<file path="src/rtl/event_arbiter.sv">
// Four-channel asynchronous event capture with per-channel timestamping and a
// round-robin output record stage. Define EVENT_ARBITER_BOTH_EDGES_EN to also capture falling edges.
module event_arbiter #(
    parameter int unsigned TS_W        = 32,
    parameter int unsigned SYNC_STAGES = 2
) (
    input  logic            clk,
    input  logic            rst_n,
    input  logic [3:0]      ev_in,
    input  logic            enable,
    input  logic            ready,
    input  logic            clr_ovf,
    output logic            valid,
    output logic [1:0]      ch_out,
    output logic [TS_W-1:0] ts_out,
`ifdef EVENT_ARBITER_BOTH_EDGES_EN
    output logic [3:0]      overflow,
    output logic            pol_out
`else
    output logic [3:0]      overflow
`endif
);

    typedef enum logic {EMPTY, FULL} state_e;

    localparam logic [2:0] SETTLE_DONE = 3'(SYNC_STAGES + 1);

    logic [SYNC_STAGES-1:0][3:0] sync_q, sync_d;
    logic [3:0]                  prev_q, prev_d;
    logic [2:0]                  settle_q, settle_d;
    logic [TS_W-1:0]             ts_q, ts_d;
    logic [3:0]                  pend_q, pend_d;
    logic [3:0][TS_W-1:0]        pts_q, pts_d;
    logic [3:0]                  ovf_q, ovf_d;
    logic [1:0]                  last_q, last_d;
    state_e                      state_q, state_d;
    logic [1:0]                  ch_q, ch_d;
    logic [TS_W-1:0]             tso_q, tso_d;
`ifdef EVENT_ARBITER_BOTH_EDGES_EN
    logic [3:0]                  ppol_q, ppol_d;
    logic                        polo_q, polo_d;
`endif

    logic [3:0] last_stage;
    logic [3:0] edge_det;
    logic [3:0] ovf_set;
    logic [3:0] gnt_vec;
    logic [1:0] gnt_idx;
    logic [1:0] cand;
    logic       found;
    logic       load;

    always_comb begin
        sync_d    = sync_q;
        pend_d    = pend_q;
        pts_d     = pts_q;
        last_d    = last_q;
        state_d   = state_q;
        ch_d      = ch_q;
        tso_d     = tso_q;
        ovf_set   = '0;
        found     = 1'b0;
        gnt_idx   = '0;
        cand      = '0;
`ifdef EVENT_ARBITER_BOTH_EDGES_EN
        ppol_d    = ppol_q;
        polo_d    = polo_q;
`endif

        sync_d[0] = ev_in;
        for (int unsigned i = 1; i < SYNC_STAGES; i++) begin
            sync_d[i] = sync_q[i-1];
        end
        last_stage = sync_q[SYNC_STAGES-1];
        prev_d     = last_stage;

        // Edges are suppressed until the chain has been refilled from ev_in after
        // reset, so levels already high at release never look like a rise.
        settle_d = (settle_q == SETTLE_DONE) ? settle_q : settle_q + 3'd1;
`ifdef EVENT_ARBITER_BOTH_EDGES_EN
        edge_det = (settle_q == SETTLE_DONE) ? (last_stage ^ prev_q) : '0;
`else
        edge_det = (settle_q == SETTLE_DONE) ? (last_stage & ~prev_q) : '0;
`endif

        ts_d = ts_q + 1'b1;

        for (int unsigned i = 1; i <= 4; i++) begin
            cand = last_q + 2'(i);
            if (!found && pend_q[cand]) begin
                found   = 1'b1;
                gnt_idx = cand;
            end
        end

        load    = found && ((state_q == EMPTY) || ready);
        gnt_vec = load ? (4'b0001 << gnt_idx) : 4'b0000;

        if (load) begin
            state_d         = FULL;
            ch_d            = gnt_idx;
            tso_d           = pts_q[gnt_idx];
            pend_d[gnt_idx] = 1'b0;
            last_d          = gnt_idx;
`ifdef EVENT_ARBITER_BOTH_EDGES_EN
            polo_d          = ppol_q[gnt_idx];
`endif
        end else if ((state_q == FULL) && ready) begin
            state_d = EMPTY;
        end

        // A channel granted this cycle frees its slot, so a coincident edge re-arms it.
        for (int unsigned c = 0; c < 4; c++) begin
            if (edge_det[c] && enable) begin
                if (pend_q[c] && !gnt_vec[c]) begin
                    ovf_set[c] = 1'b1;
                end else begin
                    pend_d[c] = 1'b1;
                    pts_d[c]  = ts_q;
`ifdef EVENT_ARBITER_BOTH_EDGES_EN
                    ppol_d[c] = last_stage[c];
`endif
                end
            end
        end

        ovf_d = (clr_ovf ? 4'b0000 : ovf_q) | ovf_set;
    end

    always_ff @(posedge clk) begin
        if (!rst_n) begin
            sync_q   <= '0;
            prev_q   <= '0;
            settle_q <= '0;
            ts_q     <= '0;
            pend_q   <= '0;
            pts_q    <= '0;
            ovf_q    <= '0;
            last_q   <= 2'd3;
            state_q  <= EMPTY;
            ch_q     <= '0;
            tso_q    <= '0;
`ifdef EVENT_ARBITER_BOTH_EDGES_EN
            ppol_q   <= '0;
            polo_q   <= 1'b0;
`endif
        end else begin
            sync_q   <= sync_d;
            prev_q   <= prev_d;
            settle_q <= settle_d;
            ts_q     <= ts_d;
            pend_q   <= pend_d;
            pts_q    <= pts_d;
            ovf_q    <= ovf_d;
            last_q   <= last_d;
            state_q  <= state_d;
            ch_q     <= ch_d;
            tso_q    <= tso_d;
`ifdef EVENT_ARBITER_BOTH_EDGES_EN
            ppol_q   <= ppol_d;
            polo_q   <= polo_d;
`endif
        end
    end

    assign valid    = (state_q == FULL);
    assign ch_out   = ch_q;
    assign ts_out   = tso_q;
    assign overflow = ovf_q;
`ifdef EVENT_ARBITER_BOTH_EDGES_EN
    assign pol_out  = polo_q;
`endif

endmodule

</file>
<file path="config.mk">
export PLATFORM = sky130hd
export DESIGN_NAME = event_arbiter
export DESIGN_NICKNAME = d
export VERILOG_FILES = /design/src/rtl/event_arbiter.sv
export SDC_FILE = /design/constraint.sdc
export NUM_CORES = 1
export LEC_CHECK = 0
export ABC_AREA = 0
export CORE_MARGIN = 3
export CORE_UTILIZATION = 41
export CTS_CLUSTER_SIZE = 24
export DETAILED_ROUTE_END_ITERATION = 16
export MAX_ROUTING_LAYER = met4
export PLACE_DENSITY = 0.61
export SYNTH_ARGS = -nofsm -noshare
export SYNTH_HDL_FRONTEND = slang
export SYNTH_SLANG_ARGS = --single-unit
</file>
<file path="constraint.sdc">
create_clock -name clk -period 5.7 [get_ports clk]
set_input_delay 0.57 -clock clk [delete_from_list [all_inputs] [get_ports clk]]
set_output_delay 0.57 -clock clk [all_outputs]
set_load 0.1 [all_outputs]
</file>
==> impl_metrics.csv <==
group,metric,value,unit
grt,grt_max_degree,94,
floorplan,design.core.area,21400,um2
synthesis,synth-async-reset-ratio,0,%
route,wl,22000,um
timing,period_needed,3120,ps
route,wl_per_cell,17.4,um
finish,area.growth.synth_to_final,16.0,%
place,gp_congestion,0.790,
grt,grt_pass1_vias,6597,
critical_path,crit_chain,"nor4_1 -> a21oi_2 -> buf_4 -> o311ai_0 -> a21oi_4 -> buf_4 -> mux2i_1",
pwr,ir_worst_vdd,206,uV
min_path,hold_class,"flop to flop",
synthesis,synth_edf_count,0,
route,vias,6913,
finish,drive_gt1_share,7.50,%
place,portBuffers,47,
route,routed_via_density,5.48,
floorplan,die_h,155,um
timing,slew_violations,0,
critical_path,cp.required,6130,ps
cts,post_cts_resized,0,
synthesis,avgSynthCellArea,9.62,um2
critical_path,end_kind,"flop",
cts,cts_sinks,220,
cts,cts-root-buf,"clkbuf_16",
synthesis,ys_ff_latch,220,
critical_path,path_max_fanout,38,
place,preCtsSetupSlack,2150,ps
cts,cts-htree-levels,1,
grt,grt-ovfl-total,0,
timing,setup_tns,0,ps
route,drc,0,
finish,layout.nets,981,
cts,postCtsHoldBufs,0,
job,max_cap_violations,0,
synthesis,ys_dominant_reg_cell,"dfxtp_1",
critical_path,cp_slowest_cell,"a21oi_4",
grt,antenna_found_initial,0,
synthesis,ys_types,43,
timing,skew,13.2,ps
route,first_pass_iters,4,
floorplan,fp.dieArea,24100,um2
cts,clock_path_buffers,3,
synthesis,seq_area_frac_synth,48.2,%
finish,final_common_cell,"dfxtp_1",
synthesis,synthCells,949,
critical_path,max_stage_delay,770,ps
route,dr.first_iter.drc_count,515,
timing,slew_headroom,26.8,%
run_status,status,"completed",
timing,tightest_slew,1100,ps
timing,setup_viol,0,
floorplan,die_w,155,um
finish,diodes,0,
critical_path,startpoint_type,"flop",
timing,rsz0062_at_grt,"no",
cts,cts_tree,"done",
finish,final_cell_mix,"dfxtp_1, nand2_1, mux2i_1, a211oi_1, clkdlybuf4s50_1",
cts,post_cts_buffers,0,
cts,numCtsBuffers,24,
critical_path,critPathMostFrequentCell,"buf_4",
cts,clk_latency,510,ps
timing,finalCritPeriodShare,54.8,%
floorplan,start_util,42.6,%
critical_path,crit_arrival,3550,ps
pwr,p_leak,0.00375,uW
timing,hold_viol_final,0,
timing,fmax,320,MHz
grt,grtUsageTotal,18.5,%
timing,fin_ws,2580,ps
pwr,p_per_area,313,nW/um2
synthesis,synth_area,9130,um2
synthesis,ys.warnings.count,0,
place,dp_hpwl,12900,um
synthesis,syn_nets,961,
cts,clk_transition_reported_paths,60,ps
floorplan,io_pins,48,
critical_path,crit_type,"flop to flop",
floorplan,std_cell_rows,53,
route,antenna_left,0,
grt,grt_pass1_wl,35700,um
==> power breakdown <==
part / switching (uW) / total [uW] / internal, uW
sequential: 12.3 / 1570 / 1560
clock: 609 / 1550 / 945
combinational: 143 / 191 / 48.9
==> routing by layer <==
layer | track usage [%] | up-vias | part of all wire [%]
met3 | 2.23 | 34 | 3.6
met2 | 29.1 | 144 | 47
met5 | - | - | 0
met4 | 4.13 | 0 | 1.9
li1 | - | 3384 | -
met1 | 25.7 | 3351 | 48
==> final timing paths <==
kind | slack, ps | endpoint | depth (start not counted) | startpoint
max reg2reg | 2580 | pts_q[113] | 7 | pend_q[3]
min | 430 | last_stage[2] | 1 | sync_d[6]
min reg2reg | 430 | last_stage[2] | 1 | sync_d[6]
max | 2580 | pts_q[113] | 7 | pend_q[3]
==> flip-flops by register name (all words and copies together), names as in the netlist, 3 cells and up <==
signal,flops
last_stage,4
overflow,4
pend_q,4
prev_q,4
pts_q,128
settle_q,3
sync_d,4
ts_out,32
ts_q,32
==> worst max-delay path, delay by kind of cell, from the launching register on <==
family                 cells  cell delay, ps
buffers and inverters      2             880
muxes                      1             220
AOI/OAI and AO/OA          3            1270
and+or+nand+nor            1             150
DFF                        1             520
==> metrics by stage <==
step / cells / hold WS [ps] / instance area [um2] / utilization, % / total power [uW]
after floorplan: 949 / 412 / 9130 / - / 1750
after global placement: 1218 / 414 / 9790 / 45.7 / 1800
after detailed placement: 1218 / 420 / 9790 / 45.7 / 1800
after CTS: 1262 / 434 / 10600 / 49.4 / 3350
after global routing: 1262 / 452 / 10600 / 49.4 / 3430
final: 1262 / 433 / 10600 / 49.4 / 3320
==> layout make-up <==
cell class	instances	area (um2)
Clock inverter	9	95.1
Fill cell	1971	10800
Timing Repair Buffer	65	607
Inverter	7	26.3
Sequential cell	220	4400
Multi-Input combinational cell	651	4410
Clock buffer	35	703
Tap cell	275	344
==> synthesized netlist by cell type, drive strengths merged, types with 3 or more instances <==
library cell  instances  area, um2
dfxtp               220       4400
nand2               179        672
mux2i               161       1610
a211oi               64        480
clkbuf               50        188
o21ai                41        205
nor2                 40        150
nor4b                32        280
buf                  21        154
a21oi                18       93.8
and2                 15       93.8
xor2                 15        131
nand3                11       55.1
xnor2                11       96.3
nand4                 9       56.3
inv                   7       26.3
nor3                  7       35.0
nor4                  7       43.8
or3                   6       42.5
nand4b                4       35.0
o31ai                 4       30.0
and3                  3       18.8
ha                    3       37.5
==> kinds of logic (layout without fill, tap and decap cells) <==
family                   count (synthesis)  after routing  synth area share, %
AND/OR/NAND/NOR                        326            326                 17.4
flip-flops                             220            220                 48.2
XOR/XNOR                                26             26                 2.49
adder cells (fa/ha/maj)                  3              3                0.411
multiplexers                           161            161                 17.6
buffers and inverters                   78            116                 4.03
AO/OA/AOI/OAI                          135            135                 9.84
(Power assumes the default switching activity.)
